## src/rtl/sqrt_iter.sv

```systemverilog
`default_nettype none
// ============================================================================
//  Module   : sqrt_iter
//  Brief    : Iterative integer square root, restoring digit-by-digit method,
//             one root bit per clock (MSB first), valid/ready handshakes on
//             both sides. ROUND selects floor or round-to-nearest root.
//             Optional macro SQRT_REM_EN adds the out_rem port (floor
//             remainder).
//  Revision : 1.0 - initial release
// ============================================================================
module sqrt_iter #(
  parameter int WIDTH = 32,
  parameter int ROUND = 0
) (
  input  logic               clk,
  input  logic               rst_n,
  input  logic               in_valid,
  input  logic [WIDTH-1:0]   in_value,
  output logic               in_ready,
  output logic               out_valid,
  input  logic               out_ready,
  output logic [WIDTH/2-1:0] out_root
`ifdef SQRT_REM_EN
  ,
  output logic [WIDTH/2:0]   out_rem
`endif
);

  localparam int                   c_half     = WIDTH / 2;
  localparam int                   c_cnt_w    = $clog2(c_half) + 1;
  localparam logic [c_cnt_w-1:0]   c_last     = c_cnt_w'(c_half - 1);
  localparam logic [c_cnt_w-1:0]   c_cnt_one  = c_cnt_w'(1);
  localparam logic [c_half-1:0]    c_root_max = '1;
  localparam logic [c_half-1:0]    c_root_one = c_half'(1);

  typedef enum logic [1:0] {
    IDLE = 2'd0,
    CALC = 2'd1,
    DONE = 2'd2
  } state_t;

  state_t              r_state;
  state_t              w_state_nx;

  logic [WIDTH-1:0]    r_x;        // radicand, consumed two bits per step
  logic [c_half+1:0]   r_rem;      // partial remainder
  logic [c_half-1:0]   r_q;        // partial root
  logic [c_cnt_w-1:0]  r_cnt;      // iteration index within CALC

  logic                w_accept;
  logic                w_last;
  logic [c_half+1:0]   w_rem_sh;
  logic [c_half+1:0]   w_trial;
  logic                w_ge;
  logic [c_half+1:0]   w_rem_nx;
  logic [c_half-1:0]   w_q_nx;
  logic [c_half-1:0]   w_root_fin;

  assign w_accept = in_valid & in_ready;
  assign w_last   = (r_cnt == c_last);

  // State register.
  always_ff @(posedge clk or negedge rst_n) begin
    if (!rst_n) r_state <= IDLE;
    else        r_state <= w_state_nx;
  end

  // Next-state and handshake outputs; a DONE that is drained while a new
  // radicand waits goes straight back to CALC with no idle bubble.
  always_comb begin
    w_state_nx = r_state;
    in_ready   = 1'b0;
    out_valid  = 1'b0;
    case (r_state)
      IDLE: begin
        in_ready = 1'b1;
        if (in_valid) w_state_nx = CALC;
      end
      CALC: begin
        if (w_last) w_state_nx = DONE;
      end
      DONE: begin
        out_valid = 1'b1;
        in_ready  = out_ready;
        if (out_ready) w_state_nx = in_valid ? CALC : IDLE;
      end
      default: w_state_nx = IDLE;
    endcase
  end

  // One restoring step: bring down the next two radicand bits, try to
  // subtract (4*q + 1), and shift the resulting root bit in. The remainder
  // never exceeds 2*q, so WIDTH/2+2 bits hold every intermediate value.
  always_comb begin
    w_rem_sh   = (r_rem << 2) | {{c_half{1'b0}}, r_x[WIDTH-1 -: 2]};
    w_trial    = {r_q, 2'b01};
    w_ge       = (w_rem_sh >= w_trial);
    w_rem_nx   = w_ge ? (w_rem_sh - w_trial) : w_rem_sh;
    w_q_nx     = (r_q << 1) | {{(c_half-1){1'b0}}, w_ge};
    w_root_fin = w_q_nx;
    // sqrt(x) >= q + 0.5 exactly when the floor remainder exceeds q.
    if (ROUND != 0) begin
      if ((w_rem_nx > {2'b00, w_q_nx}) && (w_q_nx != c_root_max))
        w_root_fin = w_q_nx + c_root_one;
    end
  end

  // Iteration registers and registered results.
  always_ff @(posedge clk or negedge rst_n) begin
    if (!rst_n) begin
      r_x      <= '0;
      r_rem    <= '0;
      r_q      <= '0;
      r_cnt    <= '0;
      out_root <= '0;
`ifdef SQRT_REM_EN
      out_rem  <= '0;
`endif
    end else if (w_accept) begin
      r_x   <= in_value;
      r_rem <= '0;
      r_q   <= '0;
      r_cnt <= '0;
    end else if (r_state == CALC) begin
      r_x   <= r_x << 2;
      r_rem <= w_rem_nx;
      r_q   <= w_q_nx;
      r_cnt <= r_cnt + c_cnt_one;
      if (w_last) begin
        out_root <= w_root_fin;
`ifdef SQRT_REM_EN
        out_rem  <= w_rem_nx[c_half:0];
`endif
      end
    end
  end

endmodule
`default_nettype wire

```

## config.mk

```make
export PLATFORM = sky130hd
export DESIGN_NAME = sqrt_iter
export DESIGN_NICKNAME = d
export VERILOG_FILES = /design/src/rtl/sqrt_iter.sv
export SDC_FILE = /design/constraint.sdc
export NUM_CORES = 1
export LEC_CHECK = 0
export BUFFER_PORTS_ARGS = -buffer_cell sky130_fd_sc_hd__buf_2
export CORE_ASPECT_RATIO = 0.7
export CORE_MARGIN = 5
export CORE_UTILIZATION = 55
export DETAILED_ROUTE_END_ITERATION = 12
export PLACE_DENSITY = 0.78
export SLEW_MARGIN = 20
export SYNTH_ARGS = -nofsm -noshare
export SYNTH_HDL_FRONTEND = slang
export SYNTH_SLANG_ARGS = --single-unit
```

## constraint.sdc

```tcl
create_clock -name clk -period 2.4 [get_ports clk]
set_input_delay 0.24 -clock clk [delete_from_list [all_inputs] [get_ports clk]]
set_output_delay 0.24 -clock clk [all_outputs]
set_load 0.005 [all_outputs]
```

==> results of run 1 <==
## worst max-delay path: stages (launching register included)
cell and delay (ps):
dfrtp_1 470, inv_1 80, ha_1 240, nor2b_4 140
o2111a_1 250, o21a_1 230, nor4_4 70, buf_6 150
or4_1 520, o211ai_2 80
## layout make-up
| type | instances | area, um2 | share of cell area |
|---|---|---|---|
| tap | 105 | 131 | 0.0239 |
| clock inverter | 6 | 67.6 | 0.0123 |
| multi-input combinational | 366 | 2340 | 0.426 |
| clock buffer | 10 | 239 | 0.0435 |
| inverter | 23 | 86.3 | 0.0157 |
| timing repair buffer | 76 | 450 | 0.0820 |
| sequential | 87 | 2180 | 0.397 |
## layout by cell type, fill, tap and decap left out, drive strengths merged, types with 3 or more instances in the layout
| cell type | n |
|---|---|
| nand2 | 115 |
| dfrtp | 87 |
| buf | 75 |
| o21ai | 42 |
| nand3 | 37 |
| a22oi | 29 |
| o211ai | 27 |
| inv | 24 |
| ha | 20 |
| a21oi | 18 |
| nor2 | 15 |
| clkbuf | 10 |
| xnor2 | 9 |
| o2111ai | 6 |
| xor2 | 5 |
| o21a | 4 |
| nand4 | 4 |
| nor2b | 4 |
| a31oi | 3 |
| or4 | 3 |
| o31ai | 3 |
## sequential cells by signal, indices dropped and copies added (netlist names)
signal    flops
r_rem        16
r_x          32
out_root     16
r_state       2
r_cnt         5
r_q          16
## cells by family after synthesis
group	Yosys count
and+or+nand+nor	191
AOI/OAI and AO/OA	141
DFF	87
buffers and inverters	60
adders and majority gates	20
xor gates and xnor gates	14
## worst paths after layout
check / depth (start not counted) / start / endpoint
max reg2reg: 9 / r_x[30] / r_rem[9]
min reg2reg: 2 / r_x[27] / r_x[27]
min: 3 / in_value[0] / r_x[0]
min in group asynchronous: 2 / rst_n / out_root[6]
max: 9 / r_x[30] / r_rem[9]
max in group asynchronous: 3 / rst_n / r_x[28]
## Yosys cell counts (all sizes together), types with 4 or more instances
cell type,number,share of area
nand2,115,0.093
dfrtp,87,0.47
o21ai,42,0.045
nand3,37,0.040
a22oi,29,0.047
o211ai,27,0.054
clkbuf,24,0.019
inv,23,0.019
ha,20,0.054
a21oi,18,0.019
nor2,15,0.014
buf,13,0.017
xnor2,9,0.017
o2111ai,6,0.011
xor2,5,0.0094
nand4,4,0.0086
nor2b,4,0.0070
o21a,4,0.0064
## routing by layer
layer	GRT usage	vias up	wire, um
li1	-	1916	-
met1	0.339	1954	5290
met2	0.331	179	5180
met3	0.0604	19	1030
met4	0.0624	0	177
met5	0	-	0
## timing repair
action | 4_1_cts | 5_1_grt
hold buffers | 1 | 0
setup endpoints to repair | 3 | 17
hold endpoints to repair | 35 | 0
pin swaps | 0 | 2
gates cloned | 0 | 1
setup buffers | 0 | 2
resized for setup | 1 | 29
## metrics by stage
stage | TNS (ps) | utilization | cell area, um2
floorplan | 0 | - | 4660
global placement | 0 | 0.602 | 5040
detailed placement | -14.4 | 0.602 | 5040
CTS | 0 | 0.640 | 5360
global route | -53.3 | 0.656 | 5490
finish | 0 | 0.656 | 5490
==> results.md, run 1 <==
Outcome:
- The run finished with clean final reports.

Timing:
- The final max-slew violation count is 0.
- The final number of setup-violating endpoints is 0.
- The part of the cycle the worst path needs is 0.960.
- The minimum hold slack is 90.1 ps.
- The total count of hold-check failures in the final report is 0.
- The final worst slack is 94.9 ps.
- Based on the critical path, the design can be clocked at up to 434 MHz.
- The transition time of the tightest slew-check pin is 644 ps.
- For the finished layout, the period the worst path requires is 2310 ps.
- The worst pin sits at a relative slew slack of 0.571.
- The clock skew is 5.44 ps.

Synth:
- The flip-flop and latch count after synthesis is 87.
- The number of nets in the synthesized netlist is 569.
- The most used flip-flop cell after synthesis is dfrtp_1.
- A synthesized cell averages 9.09 um2.
- By area, the combinational part of the netlist is dominated by compound AO/OA/AOI/OAI gates.
- After synthesis, the share of flip-flops with an asynchronous set or reset is 1.00.
- The part of the Yosys area used for sequential elements is 0.467.
- After synthesis the cells add up to 4660 um2.
- The share of synthesized area spent on multiplexers is 0.
- Counting every instance in the synthesized netlist gives 513.
- The count of synthesis-stage warnings from yosys is 0.
- The xor-xnor portion of the synthesized cell area is 0.0263.
- The unique cell type count in the Yosys netlist is 48.
- Of the total synthesized cell area, the portion taken by AND, OR, NAND and NOR gates is 0.187.
- The synthesized design contains 0 enable-type register cells.
- The adder-cell share of the synthesized area is 0.0537.
- The area fraction in compound gates after synthesis is 0.210.

Route:
- Summed over all layers, the routed wires come to 11.7 mm.
- The detail route stage leaves a number of antenna-violating nets equal to 0.
- The overall via count from detail_route is 4068.
- The average wire per standard cell is 17.4 um.
- For this run, design rule violations remaining after detail routing come to 0.
- The count of TritonRoute iterations in the first routing pass is 6.
- In this run, the number of DRC markers left after iteration 0 of detailed routing was 485.
- The via count normalized by instance count is 6.04.

GRT:
- The total overflow left after global routing is 0.
- The via count of the first global-routing pass is 3713.
- The first-pass GRT wire length is 18.9 mm.
- Entering global routing, the biggest net connects 44 pins.
- Across every metal layer, demand over resource in global routing totals 0.228.
- The number of antenna violations at the first check in global routing is 0.

Cells and area:
- The final standard cell count with taps included and fillers excluded is 673.
- Relative to the synthesized area, the layout overhead comes to 17.8%.
- In the final layout, the share of cells above drive strength 1 is 0.232.
- The number of antenna diodes in the final layout is 0.
- The total number of nets in the final design is 619.
- The layout has 658 filler cells.

Place:
- Counting tap cells, the placed design contains a total of 653 instances.
- Routability-driven placement finished with a final weighted congestion of 0.995.
- During placement, the flow inserted port buffers numbering 53.
- OpenSTA, run right after detailed placement, puts the worst setup slack at -14.4 ps.
- The half-perimeter wire length after detailed placement is 7.93 mm.

Clocking:
- The clock latency reported for the late side of the worst-skew pair is 340 ps.
- The CTS buffer count is 9.
- The tree is rooted in a clkbuf_16.
- The maximum count of clock buffers along a single path is 2.
- The maximum level of the CTS H-tree is 3.
- The CTS tree is yes.
- The clock sink count is 87.
- The clock transition at the register clock pins on the worst setup and hold paths after CTS is 60 ps.

Die:
- The floorplan step defined a core boundary enclosing 8370 um2.
- For this configuration, the core starts out at a cell density of 0.557.
- Pin placement for this block handled 54 I/O pins.
- The floorplan die width is 120 um.
- The floorplan step defined a die boundary enclosing 10400 um2.
- The placement row count is 28.
- The die outline height is 87.0 um.

Worst setup path:
- The maximum fanout along the worst path is 7.
- The worst setup path is captured at a flip-flop.
- The endpoint required time on the critical path is 2670 ps.
- The setup slack on the worst flop-to-flop path is 90 ps.
- Data arrives at the worst endpoint at 2570 ps.
- The class of the most critical setup path is flip-flop to flip-flop.
- The critical path startpoint category is a flip-flop.

Run:
- The number of max-capacitance violations reported is 0.

Hold path:
- The type of the worst min-delay path is input port to flip-flop.
Power of run 1 is not shown: default switching activity piles up to over one toggle a cycle in this logic, so the estimate is an artifact.
==> run 2: changes to the inputs <==
Settings changed: SETUP_SLACK_MARGIN from default to 0.5.
==> run 2 against run 1 <==
Against the previous run: flip-flop and latch count is the same; core utilization grew 3.9 points; setup slack gained 74 ps; largest cell class unchanged.
==> results.md, run 2 (synthesized netlist as in run 1, its figures left out) <==
Cells and area:
- The number of flip-flops under the largest register name is 32 (unchanged).
- The number of fill cells is 630 (-4.3%).
- The share of the core filled with cells in the final layout is 0.694 (+0.0386).
- The area used by multi-input combinational logic is 2530 um2 (+8.1%).
- Relative to the synthesized area, the layout overhead comes to 24.7%.
- The largest register by flop count is r_x.
- The top cell types in the final layout, fill and taps aside, are nand2_1, dfrtp_1, buf_2.
- Leaving out fill and tap cells, the most frequent cell in the layout is nand2_1.
- The share of final-layout standard cells stronger than drive strength 1 is 0.288 (+0.0560).
- The total number of nets in the final design is 637 (+2.9%).
- The total area of sequential cells is 2180 um2 (about the same).
- The number of antenna cells inserted came to 0 (unchanged).

Timing:
- The transition time of the tightest slew-check pin was 555 ps (-89.5 ps).
- The clock skew is 9.92 ps (+4.49 ps).
- Setup repair after global routing could not meet its margin everywhere.
- The summed negative setup slack over all endpoints was 0 ps (unchanged).
- The minimum hold slack is 88.3 ps (-1.81 ps).
- The relative slew slack is 0.630 (+0.0597).
- The final critical delay including setup and external delays is 2230 ps (-74.4 ps).
- The total count of hold-check failures in the final report was 0 (unchanged).
- The part of the cycle the worst path needs is 0.929 (-0.0310).
- The final max-slew violation count came to 0 (unchanged).
- The final number of setup-violating endpoints is 0 (unchanged).
- The highest clock frequency the design can meet is 448 MHz (+3.3%).

GRT:
- The via count of the first global-routing pass is 3954 (+6.5%).
- The number of antenna violations at the first check in global routing is 0 (unchanged).
- The first-pass GRT wire length is 20.2 mm (+7.1%).
- The global-route usage over all layers came to 0.242 (+0.0139).
- The largest net degree at the start of global routing came to 53 (+20%).
- The global-route congestion overflow total is 0 (unchanged).

Route:
- The via count normalized by instance count is 6.01 (-0.52%).
- The number of nets still failing antenna checks after routing is 0 (unchanged).
- The overall via count from detail_route is 4155 (+2.1%).
- The DRC marker count from the first detailed-route iteration came to 416 (-14%).
- The average wire per standard cell is 18.0 um (+3.6%).
- The count of TritonRoute iterations in the first routing pass is 5 (-1).
- The final routed wirelength across all metal layers is 12.4 mm (+6.3%).
- The number of design rule violations left after detail routing was 0 (unchanged).

Place:
- The final weighted congestion in routability-driven placement is 0.993 (-0.18%).
- The number of port buffers is 53 (unchanged).
- The half-perimeter wire length after detailed placement is 8.06 mm (+1.6%).

Worst setup path:
- Walking the worst path, the cells encountered are ha_4, nand4_1, nor2_1, a211o_2, nor4_4, buf_6, or4_1, nand3_2.
- The worst path arrival time is 2510 ps (-60 ps).
- The delay of the slowest cell on the worst path is 550 ps (+30 ps).
- The class of the most critical setup path is flip-flop to flip-flop.
- The endpoint required time on the critical path was 2670 ps (about the same).
- The worst setup path is captured at a flip-flop.
- The maximum fanout along the worst path came to 8 (+1).
- STA classifies the critical path startpoint as a flip-flop.
- The cell at the slowest stage of the critical path is or4_1.

Die:
- The area of the core region is 8370 um2 (unchanged).
- The count of boundary I/O pins is 54 (unchanged).
- The area enclosed by the die boundary is 10400 um2 (unchanged).
- The placement row count came to 28 (unchanged).
- The effective utilization at floorplan is 0.557 (unchanged).
- The die outline height came to 87.0 um (unchanged).
- The floorplan die width is 120 um (unchanged).

Clocking:
- TritonCTS built the clock tree.
- The clock sink count is 87 (unchanged).
- The clock transition at the register clock pins on the worst setup and hold paths after CTS is 60 ps (about the same).
- The maximum level of the CTS H-tree is 3 (unchanged).
- The CTS buffer count is 9 (unchanged).
- The maximum count of clock buffers along a single path was 2 (unchanged).
- The clock latency reported for the late side of the worst-skew pair is 340 ps (about the same).
- The cell at the root of the clock tree is clkbuf_16.

Hold path:
- The type of the worst min-delay path is input port to flip-flop.

Run:
- The number of max-capacitance violations reported is 0 (unchanged).

Outcome:
- The run finished with clean final reports.
## run 2: changes by cell type in the layout (fill, tap and decap cells not counted), moves of 4 or more
cell / previous run / this run
ha_2: 6 / 0
inv_2: 7 / 11
ha_1: 10 / 5
ha_4: 4 / 15
buf_4: 21 / 37
inv_1: 16 / 12
## run 2: layout make-up
cell class	instances	share of cell area
clock buffer	10	0.0394
clock inverter	6	0.0118
inverter	23	0.0149
multi-input combinational	367	0.435
sequential	87	0.375
tap	105	0.0226
timing repair buffer	93	0.102
## run 2: worst paths after layout
kind	start	endpoint	slack, ps	cells past startpoint
hold / removal	in_value[0]	r_x[0]	90	3
setup reg to reg	r_rem[3]	r_rem[1]	170	8
hold reg to reg	r_x[16]	r_x[16]	480	2
max in group asynchronous	rst_n	out_root[4]	1320	3
min in group asynchronous	rst_n	out_root[12]	420	2
setup / recovery	r_rem[3]	r_rem[1]	170	8
## run 2: timing repair
item,in CTS,in global routing
cloned,1,0
hold buffers,1,0
setup endpoints to repair,18,39
buffers inserted,5,12
resized for setup,30,21
pin swaps,9,15
hold endpoints to repair,37,0
## run 2: worst max-delay path, delay by kind of cell (launching register included)
kind            cells  cell delay (ps)
buf+inv             1              160
fa+ha+maj           1              340
compound gates      1              210
flops               1              460
simple gates        5             1000
## run 2: metrics by stage
| stage | std cells | area, um2 | worst slack, ps |
|---|---|---|---|
| 4_1_cts | 679 | 5630 | 222 |
| 5_1_grt | 691 | 5810 | 83.9 |
| 3_5_place_dp | 656 | 5100 | 71.1 |
| 3_3_place_gp | 656 | 5100 | 134 |
| 6_report | 691 | 5810 | 169 |
| 2_1_floorplan | 513 | 4710 | 301 |
## run 2: per-layer routing
| layer | part of all wire | up-vias | routed length, um | global-route usage |
|---|---|---|---|---|
| met5 | 0 | - | 0 | 0 |
| met4 | 0.013 | 0 | 159 | 0.0509 |
| met3 | 0.078 | 20 | 973 | 0.0636 |
| met2 | 0.44 | 189 | 5500 | 0.362 |
| met1 | 0.47 | 1989 | 5790 | 0.357 |
| li1 | - | 1957 | - | - |
Power of run 2 is left out for the same reason.
==> run 3: changes to the inputs <==
Settings changed: CORE_ASPECT_RATIO 0.7 to 0.9, GPL_TIMING_DRIVEN from default to 0, SKIP_LAST_GASP from default to 1.
==> run 3 against run 2 <==
Against the previous run: design area rose by 0.32%; clock skew rose by 3.5 ps; via count rose by 3.7%; critical endpoint unchanged; largest cell class unchanged; highest routed layer unchanged.
==> results.md, run 3 (synthesized netlist as in run 1, its figures left out) <==
Route:
- The final routed wirelength across all metal layers is 12.6 mm (+1.3%).
- The number of nets still failing antenna checks after routing is 0 (unchanged).
- The count of TritonRoute iterations in the first routing pass is 5 (unchanged).
- The number of design rule violations left after detail routing came to 0 (unchanged).
- The DRC marker count from the first detailed-route iteration is 291 (-30%).
- The overall via count from detail_route came to 4308 (+3.7%).
- The via count normalized by instance count was 6.01 (about the same).
- The average wire per standard cell was 17.5 um (-2.4%).

GRT:
- The global-route congestion overflow total is 0 (unchanged).
- The via count of the first global-routing pass came to 4050 (+2.4%).
- The global-route usage over all layers is 0.239 (-0.00340).
- The largest net degree at the start of global routing is 53 (unchanged).
- The first-pass GRT wire length is 19.9 mm (-1.2%).
- The number of antenna violations at the first check in global routing is 0 (unchanged).

Clocking:
- The CTS buffer count is 9 (unchanged).
- The clock latency reported for the late side of the worst-skew pair came to 360 ps (+20 ps).
- The maximum level of the CTS H-tree is 3 (unchanged).
- The maximum count of clock buffers along a single path is 2 (unchanged).
- The clock sink count came to 87 (unchanged).
- The clock transition at the register clock pins on the worst setup and hold paths after CTS is 90 ps (+30 ps).
- The cell at the root of the clock tree is clkbuf_8.
- TritonCTS built the clock tree.

Cells and area:
- The total number of nets in the final design is 670 (+5.2%).
- The total area of sequential cells is 2180 um2 (about the same).
- The share of final-layout standard cells stronger than drive strength 1 is 0.286 (-0.00199).
- Leaving out fill and tap cells, the most frequent cell in the layout is nand2_1.
- The area used by multi-input combinational logic is 2400 um2 (-5.0%).
- The largest register by flop count is r_x.
- The number of antenna cells inserted is 0 (unchanged).
- The number of flip-flops under the largest register name is 32 (unchanged).
- The relative area change from synthesis to final layout is 25.1%.
- In the layout the commonest cells are nand2_1, dfrtp_1, buf_2.
- The number of fill cells came to 610 (-3.2%).

Run:
- The number of max-capacitance violations reported was 0 (unchanged).

Die:
- The area enclosed by the die boundary is 10400 um2 (-0.26%).
- The count of boundary I/O pins is 54 (unchanged).
- The area of the core region came to 8150 um2 (-2.7%).
- The placement row count came to 31 (+11%).
- The floorplan die width is 107 um (-11%).
- The effective utilization at floorplan is 0.572 (+0.0156).
- The die outline height is 97.3 um (+12%).

Worst setup path:
- The worst path arrival time came to 2610 ps (+100 ps).
- The cell at the slowest stage of the critical path is or4_1.
- The maximum fanout along the worst path was 6 (-2).
- The critical register-to-register path startpoint is r_q[9].
- The endpoint required time on the critical path was 2690 ps (+20 ps).
- The endpoint identified for the worst register-to-register timing path is r_rem[1].
- The critical path ends at r_rem[1].
- The delay of the slowest cell on the worst path was 500 ps (-50 ps).
- By instance count, the cell type seen most on the critical path is buf_6.
- The class of the most critical setup path is flip-flop to flip-flop.
- The length in cells of the worst reg-to-reg path was 11 (+3).
- The setup slack on the worst flop-to-flop path is 80 ps (-90 ps).
- The launch point of the worst path is r_q[9].
- The critical path startpoint category is a flip-flop.
- The kind of end point of the critical path is a flip-flop.
- The signal on the critical path passes through inv_2, ha_1, buf_6, nand4_4, buf_4, nor2_1, o21a_1, nor4_4, buf_6, or4_1, nand3_2.

Timing:
- The relative slew slack is 0.585 (-0.0456).
- The final number of setup-violating endpoints is 0 (unchanged).
- The highest clock frequency the design can meet is 431 MHz (-3.8%).
- The clock skew was 13.4 ps (+3.49 ps).
- The final critical delay including setup and external delays is 2320 ps (+88.6 ps).
- The final max-slew violation count was 0 (unchanged).
- The transition time of the tightest slew-check pin is 623 ps (+68.5 ps).
- The total count of hold-check failures in the final report is 0 (unchanged).
- Setup repair after global routing could not meet its margin everywhere.
- The final worst slack is 80.6 ps (-88.6 ps).
- The part of the cycle the worst path needs is 0.966 (+0.0369).

Place:
- The final weighted congestion in routability-driven placement is 0.880 (-11%).
- The worst slack at placement is -41.6 ps (-113 ps).
- The half-perimeter wire length after detailed placement is 8.52 mm (+5.7%).
- The number of port buffers is 53 (unchanged).

Hold path:
- The type of the worst min-delay path is input port to flip-flop.

Outcome:
- The run finished with clean final reports.
[run 3: cell types whose count changed in the layout (fill, tap and decap cells not counted), sizes merged]
cell	delta
buf	+6
bufinv	+2
clkbuf	+26
clkinv	-3
clkinvlp	+1
[run 3: layout make-up]
type / instances / area share
timing repair buffer: 89 / 0.0968
buffer: 37 / 0.0403
inverter: 23 / 0.0148
multi-input combinational: 367 / 0.412
clock buffer: 9 / 0.0212
tap: 99 / 0.0212
sequential: 87 / 0.374
clock inverter: 6 / 0.0202
[run 3: worst min path at each step]
stage | slack [ps] | cells after the start | to | startpoint
2_1_floorplan | -60 | 0 | out_root[0] | rst_n
3_3_place_gp | 430 | 3 | r_x[1] | in_value[1]
3_5_place_dp | 230 | 1 | out_root[7] | rst_n
4_1_cts | 60 | 3 | r_x[1] | in_value[1]
5_1_grt | 70 | 3 | r_x[1] | in_value[1]
6_report | 70 | 3 | r_x[0] | in_value[0]
[run 3: per-stage QoR]
step           hold WS, ps   util  cells  instance area (um2)  setup TNS (ps)
3_5_place_dp           226  0.630    666                 5130            -115
4_1_cts               64.9  0.691    705                 5630               0
5_1_grt               67.7  0.716    717                 5830               0
6_report              71.9  0.716    717                 5830               0
3_3_place_gp           434  0.626    665                 5100               0
2_1_floorplan        -55.6      -    513                 4710               0
[run 3: timing repair]
item / in CTS / in global routing
hold buffers: 1 / 0
endpoints found under the setup margin: 49 / 46
cloned: 3 / 0
gates resized for setup: 28 / 35
pin swaps: 15 / 11
setup buffers: 20 / 12
hold endpoints to repair: 35 / 0
[run 3: metal layers]
metal  track usage  wire length, um  up-vias
met4        0.0787              250        0
met5             0                0        -
li1              -                -     2007
met3        0.0458             1010       22
met1         0.344             5400     2077
met2         0.361             5920      202
[run 3: critical path, delay by kind of cell, from the launching register on]
kind	cells	cell delay [ps]
AND/OR/NAND/NOR	5	890
adder cells (fa/ha/maj)	1	290
flip-flops	1	380
AO/OA/AOI/OAI	1	210
buffers and inverters	4	500
Power of run 3 is left out for the same reason.
